==> config.mk <==
export PLATFORM = sky130hd
export DESIGN_NAME = mc_controller
export DESIGN_NICKNAME = d
export VERILOG_FILES = /design/src/rtl/mc_controller_pkg.sv /design/src/rtl/mc_controller_cond_unit.sv /design/src/rtl/mc_controller.sv
export SDC_FILE = /design/constraint.sdc
export NUM_CORES = 1
export LEC_CHECK = 0
export ABC_CLOCK_PERIOD_IN_PS = 1610
export CORE_MARGIN = 1
export CORE_UTILIZATION = 25
export CTS_CLUSTER_SIZE = 25
export DETAILED_ROUTE_END_ITERATION = 16
export PLACE_DENSITY = 0.63
export REMOVE_ABC_BUFFERS = 1
export SYNTH_ARGS = -nofsm -noshare
export SYNTH_HDL_FRONTEND = slang
export SYNTH_HIERARCHICAL = 1
export SYNTH_SLANG_ARGS = --single-unit
==> constraint.sdc <==
create_clock -name clk -period 1.61 [get_ports clk]
set_input_delay 0.4025 -clock clk [delete_from_list [all_inputs] [get_ports clk]]
set_output_delay 0.4025 -clock clk [all_outputs]
set_load 0.05 [all_outputs]
==> src/rtl/mc_controller_pkg.sv <==
// mc_pkg: shared states, ALU/cmd/condition encodings and decode helpers for the multicycle controller
package mc_pkg;
  typedef enum logic [3:0] {
    FETCH, DECODE, MEMADR, MEMREAD, MEMWB, MEMWRITE, EXECUTER, EXECUTEI, ALUWB, BRANCH
  } state_t;
  localparam logic [3:0] ALU_ADD = 4'b0000, ALU_SUB = 4'b0001, ALU_AND = 4'b0010, ALU_ORR = 4'b0011,
                         ALU_EOR = 4'b0100, ALU_ADC = 4'b0101, ALU_SBC = 4'b0110, ALU_MOV = 4'b0111;
  localparam logic [3:0] CMD_AND = 4'b0000, CMD_EOR = 4'b0001, CMD_SUB = 4'b0010, CMD_ADD = 4'b0100,
                         CMD_ADC = 4'b0101, CMD_SBC = 4'b0110, CMD_CMP = 4'b1010, CMD_ORR = 4'b1100,
                         CMD_MOV = 4'b1101;
  localparam logic [3:0] CC_EQ = 4'h0, CC_NE = 4'h1, CC_CS = 4'h2, CC_CC = 4'h3, CC_MI = 4'h4,
                         CC_PL = 4'h5, CC_VS = 4'h6, CC_VC = 4'h7, CC_HI = 4'h8, CC_LS = 4'h9,
                         CC_GE = 4'ha, CC_LT = 4'hb, CC_GT = 4'hc, CC_LE = 4'hd, CC_AL = 4'he;
  // flags are packed {N,C,Z,V}
  function automatic logic cond_check(input logic [3:0] cond, input logic [3:0] f);
    logic n, c, z, v;
    {n, c, z, v} = f;
    case (cond)
      CC_EQ: return z;
      CC_NE: return !z;
      CC_CS: return c;
      CC_CC: return !c;
      CC_MI: return n;
      CC_PL: return !n;
      CC_VS: return v;
      CC_VC: return !v;
      CC_HI: return c && !z;
      CC_LS: return !c || z;
      CC_GE: return n == v;
      CC_LT: return n != v;
      CC_GT: return !z && (n == v);
      CC_LE: return z || (n != v);
      CC_AL: return 1'b1;
      default: return 1'b0;
    endcase
  endfunction
  function automatic logic cmd_valid(input logic [3:0] cmd);
    return cmd inside {CMD_AND, CMD_EOR, CMD_SUB, CMD_ADD, CMD_ADC, CMD_SBC, CMD_CMP, CMD_ORR, CMD_MOV};
  endfunction
  // logic ops and MOV leave V untouched
  function automatic logic cmd_logic(input logic [3:0] cmd);
    return cmd inside {CMD_AND, CMD_EOR, CMD_ORR, CMD_MOV};
  endfunction
  function automatic logic [3:0] alu_op(input logic [3:0] cmd);
    case (cmd)
      CMD_SUB, CMD_CMP: return ALU_SUB;
      CMD_AND: return ALU_AND;
      CMD_ORR: return ALU_ORR;
      CMD_EOR: return ALU_EOR;
      CMD_ADC: return ALU_ADC;
      CMD_SBC: return ALU_SBC;
      CMD_MOV: return ALU_MOV;
      default: return ALU_ADD;
    endcase
  endfunction
endpackage

==> src/rtl/mc_controller_cond_unit.sv <==
// cond_unit: architectural NZCV register plus the registered condition-pass bit
module cond_unit
  import mc_pkg::*;
(
  input  logic       clk,
  input  logic       reset,
  input  logic [3:0] cond,
  input  logic [3:0] alu_flags,
  input  logic       cond_ld,
  input  logic       flags_ld,
  input  logic       flags_all,
  output logic [3:0] flags,
  output logic       cond_ex
);
  logic [3:0] flags_q, flags_d;
  logic cond_ex_q, cond_ex_d;
  // condition is judged against the flags as they stood before this instruction
  always_comb begin
    flags_d = flags_ld ? (flags_all ? alu_flags : {alu_flags[3:1], flags_q[0]}) : flags_q;
    cond_ex_d = cond_ld ? cond_check(cond, flags_q) : cond_ex_q;
  end
  // flag and condition registers
  always_ff @(posedge clk or posedge reset) begin
    if (reset) begin
      flags_q <= 4'b0000;
      cond_ex_q <= 1'b0;
    end else begin
      flags_q <= flags_d;
      cond_ex_q <= cond_ex_d;
    end
  end
  assign flags = flags_q;
  assign cond_ex = cond_ex_q;
endmodule

==> src/rtl/mc_controller.sv <==
// mc_controller: multicycle ARM-subset control FSM driving the shared-memory datapath
module mc_controller
  import mc_pkg::*;
#(
  parameter int ALUCTL_W = 4
) (
  input  logic                clk,
  input  logic                reset,
  input  logic [3:0]          Cond,
  input  logic [1:0]          Op,
  input  logic [5:0]          Funct,
  input  logic [3:0]          Rd,
  input  logic [3:0]          ALUFlags,
  output logic                PCWrite,
  output logic                AdrSrc,
  output logic                MemWrite,
  output logic                IRWrite,
  output logic [1:0]          ResultSrc,
  output logic                ALUSrcA,
  output logic [1:0]          ALUSrcB,
  output logic [1:0]          ImmSrc,
  output logic [1:0]          RegSrc,
  output logic                RegWrite,
  output logic [ALUCTL_W-1:0] ALUControl,
  output logic [3:0]          Flags
);
  state_t state_q, state_d;
  logic pc_w, mem_w, ir_w, reg_w, cond_ld, flags_ld, cond_ex;
  logic [3:0] cmd;
  assign cmd = Funct[4:1];
  cond_unit u_cond (
    .clk(clk), .reset(reset), .cond(Cond), .alu_flags(ALUFlags), .cond_ld(cond_ld),
    .flags_ld(flags_ld), .flags_all(!cmd_logic(cmd)), .flags(Flags), .cond_ex(cond_ex)
  );
  // state register
  always_ff @(posedge clk or posedge reset) begin
    if (reset) state_q <= FETCH;
    else state_q <= state_d;
  end
  // next state and Moore decode; writes raised here are gated by reset below
  always_comb begin
    state_d = FETCH;
    pc_w = 1'b0;
    mem_w = 1'b0;
    ir_w = 1'b0;
    reg_w = 1'b0;
    cond_ld = 1'b0;
    flags_ld = 1'b0;
    AdrSrc = 1'b0;
    ResultSrc = 2'b00;
    ALUSrcA = 1'b0;
    ALUSrcB = 2'b00;
    ImmSrc = Op;
    RegSrc = {Op == 2'b01, Op == 2'b10};
    ALUControl = ALU_ADD;
    case (state_q)
      FETCH: begin
        ir_w = 1'b1;
        pc_w = 1'b1;
        ALUSrcA = 1'b1;
        ALUSrcB = 2'b10;
        ResultSrc = 2'b10;
        ImmSrc = 2'b00;
        RegSrc = 2'b00;
        state_d = DECODE;
      end
      DECODE: begin
        ALUSrcA = 1'b1;
        ALUSrcB = 2'b10;
        cond_ld = 1'b1;
        state_d = Op == 2'b01 ? MEMADR : Op == 2'b00 ? (Funct[5] ? EXECUTEI : EXECUTER)
                : Op == 2'b10 ? BRANCH : FETCH;
      end
      MEMADR: begin
        ALUSrcB = 2'b01;
        state_d = Funct[0] ? MEMREAD : MEMWRITE;
      end
      MEMREAD: begin
        AdrSrc = 1'b1;
        state_d = MEMWB;
      end
      MEMWB: begin
        ResultSrc = 2'b01;
        reg_w = cond_ex;
        pc_w = cond_ex && Rd == 4'hf;
      end
      MEMWRITE: begin
        AdrSrc = 1'b1;
        mem_w = cond_ex;
      end
      EXECUTER, EXECUTEI: begin
        ALUSrcB = state_q == EXECUTEI ? 2'b01 : 2'b00;
        ALUControl = alu_op(cmd);
        flags_ld = Funct[0] && cond_ex;
        state_d = ALUWB;
      end
      ALUWB: begin
        reg_w = cond_ex && cmd_valid(cmd) && cmd != CMD_CMP;
        pc_w = reg_w && Rd == 4'hf;
      end
      BRANCH: begin
        ALUSrcB = 2'b01;
        ImmSrc = 2'b10;
        RegSrc = 2'b01;
        ResultSrc = 2'b10;
        pc_w = cond_ex;
      end
      default: state_d = FETCH;
    endcase
  end
  assign PCWrite = pc_w && !reset;
  assign MemWrite = mem_w && !reset;
  assign IRWrite = ir_w && !reset;
  assign RegWrite = reg_w && !reset;
endmodule

==> results of run 1 <==
==> final timing paths <==
path	start	endpoint	slack, ps	cells after the start
max reg2reg	state_q[3]$_DFF_PP0_	u_cond/cond_ex$_DFFE_PP0P_	-20	6
min reg2reg	u_cond/flags[0]$_DFFE_PP0P_	u_cond/flags[0]$_DFFE_PP0P_	620	1
max	state_q[2]$_DFF_PP0_	PCWrite	-340	4
max in group asynchronous	reset	u_cond/flags[0]$_DFFE_PP0P_	1040	3
min in group clk	u_cond/flags[0]$_DFFE_PP0P_	u_cond/flags[0]$_DFFE_PP0P_	620	1
min	reset	u_cond/cond_ex$_DFFE_PP0P_	370	3
==> flip-flops by register name, summed over array words and instances (netlist names) <==
signal          flops
u_cond/cond_ex      1
u_cond/flags        4
state_q             4
==> repair_timing <==
| action | 4_1_cts | 5_1_grt |
|---|---|---|
| setup buffers | 8 | 5 |
| hold endpoints to repair | 0 | 0 |
| pin swaps | 26 | 23 |
| gates resized for setup | 96 | 38 |
| setup endpoints to repair | 19 | 18 |
==> metal layers <==
| metal | global-route usage | vias up |
|---|---|---|
| li1 | - | 661 |
| met1 | 0.195 | 610 |
| met2 | 0.356 | 32 |
| met3 | 0.0240 | 4 |
| met4 | 0.0346 | 0 |
| met5 | 0 | - |
==> layout make-up <==
cell class / instances / area share
sequential: 9 / 0.0903
tap: 50 / 0.0244
multi-input combinational: 103 / 0.385
clock buffer: 4 / 0.0176
timing repair buffer: 104 / 0.458
inverter: 10 / 0.0244
==> worst register-to-register path, stage by stage (launching register included) <==
cell and delay [ps]:
dfrtp_2 460, buf_6 140, or2_4 240, buf_4 130, buf_4 140, nor2_4 110
mux2_4 300
==> kinds of logic (layout without fill, tap and decap cells) <==
kind of cell | count (synthesis) | in the layout | share of synthesized area
AO/OA/AOI/OAI | 31 | 31 | 0.205
XOR/XNOR | 7 | 7 | 0.0590
adder cells (fa/ha/maj) | 4 | 4 | 0.0481
buffers and inverters | 20 | 118 | 0.106
flip-flops | 9 | 9 | 0.217
multiplexers | 6 | 6 | 0.0674
other | 1 | 1 | 0.00361
AND/OR/NAND/NOR | 54 | 54 | 0.295
==> power by group <==
part	internal, mW	leakage, nW	total [mW]	switching (mW)
logic	2.16	0.984	4.23	2.07
registers	0.337	0.111	0.507	0.170
clock network	0.172	0.0228	0.254	0.0819
==> placed cells by master (no fill, tap or decap), types with 5 or more instances in the layout <==
master           Yosys  final
a21oi_2              0      7
buf_12               0     22
buf_4                4     44
buf_6                2     19
clkdlybuf4s50_1      0      7
dfrtp_2              0      5
nand2_1              9      6
nor2_1              12      8
==> Yosys cell counts <==
library cell and count:
a21oi_1 12, nor2_1 12, inv_1 10, dfrtp_1 9, nand2_1 9, nor3_1 9, nor2b_1 6, xnor2_1 5
buf_2 4, buf_4 4, ha_1 4, mux2_2 4, o21ai_0 4, a211oi_1 3, nand3_1 3, and4bb_2 2
buf_6 2, nor3b_1 2, nor4_1 2, o22ai_1 2, o32ai_1 2, xor2_1 2, a2111o_1 1, a2111oi_0 1
a221oi_2 1, a22oi_2 1, a311o_1 1, a311oi_1 1, a31oi_1 1, and2_2 1, and2b_2 1, and3b_1 1
conb_1 1, mux2_4 1, mux2i_1 1, nand2b_1 1, nand2b_4 1, nor2_2 1, nor4_2 1, o21a_1 1
or2_2 1, or2b_1 1
==> results.md, run 1 <==
* DR vias at 1307
* Max Freq at 513 MHz
* Final hold slack at 366 ps
* Syn Inst Count at 132
* Ports at 44
* Fin Clk Skew at 2.95 ps
* Area contributors post-synth: dfrtp_1 22%, a21oi_1 5.8%, ha_1 4.8%
* Largest net degree at the start of global routing at 9
* Final design area excluding fillers at 2560 µm²
* DR top layer: met4
* Fin crit period at 1950 ps
* Status: finished with violations
* Design Power at approximately 5 mW
* Met2 wire length at a little under 2 mm
* Setup Viol. Count Final at 18
* Crit share post-route at 1.21
* Initial antenna violation count at 0
* PortBufs at between 40 and 50
* Row Count at 23
* Hold_buf cts at 0
* Worst-case clock buffer depth at 2
* Gr usage total at 0.178
* # H-tree levels at 1
* WL met1 at 1.46 mm
* Placed Cells at 266
* Worst path arrival time at approximately 1600 ps
* Final nets at ~260
* Fillers at 305
* DRT Pass-1 Iters at 4
* Top cell type's share of synthesized area at 0.217
* Area grow syn2layout at 147%
* Clock Root Buffer: clkbuf_8
* Crit path cell chain: buf_6 -> a2111o_1 -> a21oi_2 -> buf_12
* Final Slew Violations at 0
* Post-layout util at 0.641
* Detailed Route WL at 3.65 mm
* Number of diodes at 0
* Die X-Extent at 66.5 µm
* Crit Path Max Fanout at 8
* Fin. Hold Viols at 0
* Synth Register Bits at 9
* Antenna-violating nets left at 0
* Peak supply drop at 0.00261 V
* Largest area contributor in the netlist: dfrtp_1
* CTS tree: yes
* Failing checks: negative setup slack
* GR Overflow Total at 0
* Critical path launch point type: flop
* Worst skew pair latency at between 200 and 250 ps
* Mapped cell area at between 1000 and 1500 µm²
* Vias per cell at 4.67
* Detailed Place HPWL at 2.59 mm
* Die height at around 66 µm
* RSZ-0062 raised after global routing: true
* Clock-pin slew on the worst setup and hold paths at approximately 50 ps
* Synth warn at 6
* GP Congestion at 0.758
* Clock buffer count from CTS at 3
* Tightest Hold Check Type: input port to async pin
* Post-Route Setup TNS at -4190 ps
* # clock sinks at 9
* Max stage delay on crit path at 430 ps
* First-pass GRT wire length at 6.03 mm
* Slowest CP cell: a2111o_1
* Initial DRC Count at between 40 and 50
* Power density over the cells at 1950 nW/µm²
* Sequential cell area at 231 µm²
* Final WS setup at -339 ps
* Leak at 1.12 nW
* Pre-CTS WS at -909 ps
* Core Box Area at roughly 4000 µm²
* Crit end category: output port
* CP Class: flop to output port
* Total die area at 4420 µm²
* Placed cell areas at a little over 2000 µm²
* Buf+Inv Stages, Crit Path at 2
* Register area share after synthesis at 0.217
* Fraction of layout cells with a size suffix above 1 at 0.674
* Area taken by multi-input logic gates at 987 µm²
* Initial Util at 0.260
* Number of max-cap violations at 0
* DR WL met3 at 157 µm
* Average size of a mapped cell at 7.88 µm²
* Critical path required time at around 1200 ps
* Routed WL per cell at between 10 and 15 µm
* Vias in the first global route at 1381
* DRC errors left at 0
* Delay-heaviest family, CP: compound AO/OA/AOI/OAI gates
* Final cell count without fillers at 280
* Post-synthesis cell type count at 42
(Power assumes the default switching activity.)
==> run 2: changes to the inputs <==
--- a/config.mk
+++ b/config.mk
@@ -6,11 +6,10 @@
 export NUM_CORES = 1
 export LEC_CHECK = 0
 export ABC_CLOCK_PERIOD_IN_PS = 1610
-export CORE_MARGIN = 1
 export CORE_UTILIZATION = 25
 export CTS_CLUSTER_SIZE = 25
 export DETAILED_ROUTE_END_ITERATION = 16
-export PLACE_DENSITY = 0.63
+export GPL_ROUTABILITY_DRIVEN = 0
 export REMOVE_ABC_BUFFERS = 1
 export SYNTH_ARGS = -nofsm -noshare
 export SYNTH_HDL_FRONTEND = slang
==> run 2 against run 1 <==
- the flow still finishes with violations (negative setup slack)
- sequential cell count unchanged
- clock power about the same
- clock skew down 1.0 ps
- worst setup slack worse by 160 ps
- sequential power down 3%
- non-clock buffer count up 7
- die area unchanged
- via count up 2.8%
- clock-buffer cell count unchanged
- critical path type is now input port to output port
- maximum frequency down 7.5%
- largest cell class unchanged
==> results.md, run 2 (same netlist as run 1, synthesis figures left out) <==
* Row Count at 23
* Clock Root Buffer: clkbuf_8
* PortBufs at between 40 and 50
* Power density over the cells at 1970 nW/µm²
* RSZ-0062 raised after global routing: true
* Core Box Area at between 4000 and 5000 µm²
* Fin. Hold Viols at 0
* Placed cell areas at 2050 µm²
* Largest net degree at the start of global routing at 9
* GR Overflow Total at 0
* Reg power frac at 0.095
* Final nets at 264
* Crit share post-route at 1.31
* Max Freq at 474 MHz
* Leak at 1.12 nW
* Detailed Place HPWL at approximately 2.5 mm
* Worst skew pair latency at around 230 ps
* Sequential cell area at 231 µm²
* Post-Route Setup TNS at -5300 ps
* CTS tree: yes
* Detailed Route WL at approximately 3.8 mm
* Ports at 44
* Comb pwr share at 0.856
* Antenna-violating nets left at 0
* Clock-pin slew on the worst setup and hold paths at 40 ps
* Number of diodes at 0
* Initial DRC Count at 44
* Fin Clk Skew at 1.94 ps
* Internal power at 2.82 mW
* First-pass GRT wire length at 6.17 mm
* Switch share at 0.453
* Final WS setup at -498 ps
* Most common cell after layout, fill and taps aside: buf_4
* Tightest Hold Check Type: input port to async pin
* Peak supply drop at 0.00284 V
* Fraction of layout cells with a size suffix above 1 at 0.688
* DR vias at 1344
* Die X-Extent at 66.5 µm
* Number of max-cap violations at 0
* Fillers at 318
* Critical path launch point type: input port
* DRC errors left at 0
* Critical path required time at 1210 ps
* Most frequent cells in the layout: 46 x buf_4, 23 x buf_6, 21 x buf_12, 7 x clkdlybuf4s50_1, 7 x dlygate4sd2_1
* Die height at 66.5 µm
* Initial antenna violation count at 0
* CP Class: input port to output port
* # H-tree levels at 1
* Routed WL per cell at between 10 and 15 µm
* DRT Pass-1 Iters at 4
* Clk pwr share at 0.049
* Failing checks: negative setup slack
* Status: finished with violations
* Area grow syn2layout at 152%
* Vias per cell at 4.68
* Area taken by multi-input logic gates at slightly below 1000 µm²
* Worst-case clock buffer depth at 2
* Total die area at 4420 µm²
* Final design area excluding fillers at 2620 µm²
* Hold_buf cts at 0
* Gr usage total at 0.182
* Final Slew Violations at 0
* Design Power at 5.16 mW
* Setup Viol. Count Final at 17
* Net Switching at 2.34 mW
* Clock buffer count from CTS at 3
* # clock sinks at 9
* Vias in the first global route at between 1000 and 1500
* Crit end category: output port
* Initial Util at 0.260
* Worst path arrival time at 1710 ps
* Crit Path Max Fanout at 4
* Fin crit period at 2110 ps
run 2: area by class of cell:
type / instances / area share
well taps: 50 / 0.0239
repair buffers: 111 / 0.471
multi-input cells: 103 / 0.378
flip-flops and latches: 9 / 0.0885
clock buffers: 4 / 0.0172
inverters: 10 / 0.0211
run 2: path summary, 6_finish.rpt:
path                            slack [ps]  cells past startpoint                           to                         from
min in group clk                       600                      1  u_cond/flags[3]$_DFFE_PP0P_  u_cond/flags[3]$_DFFE_PP0P_
max in group asynchronous             1130                      3  u_cond/flags[3]$_DFFE_PP0P_                        reset
worst min register to register         600                      1  u_cond/flags[3]$_DFFE_PP0P_  u_cond/flags[3]$_DFFE_PP0P_
worst min-delay path                   300                      3  u_cond/flags[0]$_DFFE_PP0P_                        reset
worst max-delay path                  -500                      9                     RegWrite                     Funct[2]
worst max register to register          20                      5   u_cond/cond_ex$_DFFE_PP0P_  u_cond/flags[0]$_DFFE_PP0P_
run 2: routing by layer:
metal | global-route usage | vias up | share of wire
met1 | 0.213 | 633 | 0.41
met5 | 0 | - | 0
li1 | - | 672 | -
met3 | 0.0342 | 4 | 0.042
met2 | 0.338 | 35 | 0.54
met4 | 0.0452 | 0 | 0.0071
run 2: worst max-delay path, cell delays in order:
cell	delay (ps)
buf_12	110
clkinv_8	50
ha_4	130
nor2_2	50
a221oi_4	280
nor2_2	80
nor4_2	290
buf_4	180
buf_12	130
run 2: metrics by stage:
stage	hold slack [ps]	utilization	worst slack (ps)	instances
after floorplan	177	-	-2460	122
after global routing	326	0.654	-537	287
after global placement	606	0.513	-883	266
after CTS	298	0.614	-466	283
final	297	0.654	-498	287
after detailed placement	609	0.513	-877	266
run 2: what timing repair did:
| item | 4_1_cts | 5_1_grt |
|---|---|---|
| endpoints found under the setup margin | 19 | 22 |
| setup buffers | 13 | 6 |
| resized for setup | 112 | 28 |
| endpoints found under the hold margin | 0 | 0 |
| pin swaps | 27 | 14 |
| cloned | 0 | 0 |
run 2: power groups by stage:
stage	Clock [mW]	Sequential, mW	Combinational (mW)
final	0.254	0.490	4.41
after global routing	0.270	0.509	4.62
after CTS	0.263	0.475	4.06
after detailed placement	0	0.455	3.44
after global placement	0	0.454	3.44
after floorplan	0	0.646	1.22
==> RTL change, RTL diff (config.mk and constraints of run 1) <==
Reset style: synchronous (`reset`), changed in 2 clocked blocks.
--- a/src/rtl/mc_controller_cond_unit.sv
+++ b/src/rtl/mc_controller_cond_unit.sv
@@ -21,5 +21,5 @@
   end
   // flag and condition registers
-  always_ff @(posedge clk or posedge reset) begin
+  always_ff @(posedge clk) begin
     if (reset) begin
       flags_q <= 4'b0000;
--- a/src/rtl/mc_controller.sv
+++ b/src/rtl/mc_controller.sv
@@ -34,5 +34,5 @@
   );
   // state register
-  always_ff @(posedge clk or posedge reset) begin
+  always_ff @(posedge clk) begin
     if (reset) state_q <= FETCH;
     else state_q <= state_d;
Behaviour: differs if reset is asserted again (counterexample within 4 cycles, from zero or initial values and one cycle with reset high); with reset held inactive, the same outputs for 10 cycles.
==> RTL change against run 1 <==
  * The run still ends with setup timing left
  * Global-route usage down 2.2 points
  * Worst setup slack worse by 0.026 ns
  * Sequential cell count stayed put
  * Wire length decreased by 0.93%
  * Cell area shrank 6.6%
  * Synthesized area decreased by 1.1%
  * Via count is 3.1% higher
  * Largest cell class unchanged
Power is left out: it rests on default switching activity, and per cell area and clock period it moved more than threefold.
==> RTL change: results (changes against run 1) <==
[routing]
wl_mm=3.616  ; was 3.650 mm
first_pass_iters=4  ; unchanged
first_iter_violations=54  ; was 42
vias_per_cell=4.777  ; was 4.668

[placed_design]
placedInstanceArea_sq_mm=0.001916  ; was 0.002051 sq mm
dp_hpwl_mm=2.214  ; was 2.593 mm
place.gp.congestion=0.7616  ; was 0.7577
detailedPlace.worstSlack_ns=-0.8046  ; was -0.9087 ns
port_buffers=42  ; unchanged

[status]
violations=setup timing  ; unchanged
outcome=complete, but fails checks  ; unchanged

[yosys]
yosysSeqAreaShare_pct=17.52  ; was 21.66%
async_flop_share_pct=0  ; was 100.0%
ys.flop_type=dfxtp_1  ; was dfrtp_1
synthTopCellsByArea=dfxtp_1 (18%), nor2_1 (6.9%), a21oi_1 (5.4%), ha_1 (4.9%), mux2i_1 (4.9%)  ; was dfrtp_1 (22%), a21oi_1 (5.8%), ha_1 (4.8%), nor3_1 (4.3%), mux2_2 (4.3%)
ys_types=46  ; was 42
synth_warnings=6  ; unchanged
synthTopCellsByCount=nor2_1 (19), a21oi_1 (11), nand2_1 (10), dfxtp_1 (9)  ; was a21oi_1 (12), nor2_1 (12), inv_1 (10)

[critical_path]
crit_start=Funct[1]  ; was state_q[2]$_DFF_PP0_
crit_arrival_ns=1.57  ; was 1.55 ns
path_max_fanout=3  ; was 8
slowest_stage=a221oi_2  ; was a2111o_1
max_stage_delay_ns=0.26  ; was 0.43 ns
timing.rr.start=state_q[3]$_SDFF_PP0_  ; was state_q[3]$_DFF_PP0_

[grt]
antenna_found_initial=0  ; unchanged
track_usage_pct=15.60  ; was 17.78%
grt_pass1_wl_mm=5.361  ; was 6.030 mm
grt_pass1_vias=1235  ; was 1381
grt_max_degree=13  ; was 9

[cells_and_area]
drive_above_1_share_pct=56.84  ; was 67.39%
n_fill_cell=310  ; was 305
syn_to_final_growth_pct=132.7  ; was 146.6%
fin_nets=261  ; was 257

[timing]
fin_ws_ns=-0.3646  ; was -0.3389 ns
finalSetupViolCount=13  ; was 18
finalClockSkew_ns=0.001519  ; was 0.002952 ns

[worst_hold_path]
hold_path.class=flop to flop  ; was input pin to asynchronous set/reset pin

RTL change: through the flow:
stage | cells | TNS, ns
finish | 282 | -2.408
global route | 282 | -3.251
CTS | 273 | -2.439
detailed placement | 259 | -6.212
global placement | 259 | -6.164
floorplan | 134 | -8.657
RTL change: final timing paths:
kind                             endpoint  slack, ns  depth (start not counted)
max                               PCWrite      -0.36                          8
max reg2reg  u_cond/flags[1]$_SDFFE_PP0P_       0.06                          8
min          u_cond/flags[0]$_SDFFE_PP0P_       0.58                          2
min reg2reg  u_cond/flags[0]$_SDFFE_PP0P_       0.58                          2
RTL change: cell families after synthesis:
kind of cell	synth area share, %
mux	4.866
xor+xnor	4.259
fa+ha+maj	4.866
other cells	0.3646
compound gates	21.41
flops	17.52
buf+inv	9.367
simple gates	37.35
RTL change: timing repair:
| action | CTS | global route |
|---|---|---|
| buffers inserted | 10 | 9 |
| resized for setup | 82 | 24 |
| hold buffers | 0 | 0 |
| setup endpoints to repair | 19 | 17 |
| pin swaps | 20 | 14 |
RTL change: worst max-delay path, delay by kind of cell:
kind | cells | cell delay (ns)
buf+inv | 3 | 0.39
simple gates | 1 | 0.05
fa+ha+maj | 1 | 0.13
compound gates | 3 | 0.59
RTL change: final cells by class:
type / count / area share (%)
inverters: 8 / 2.196
multi-input cells: 117 / 40.15
clock buffers: 4 / 1.882
well taps: 48 / 2.509
flip-flops and latches: 9 / 8.050
repair buffers: 96 / 45.22
RTL change: routing by layer:
layer	global-route usage [%]	vias up	wire length (microns)	part of all wire [%]
met5	0	-	0	0
met4	2.926	0	82	2.3
met3	3.793	8	170	4.7
met2	27.93	38	1907	53
met1	18.73	623	1457	40
li1	-	678	-	-
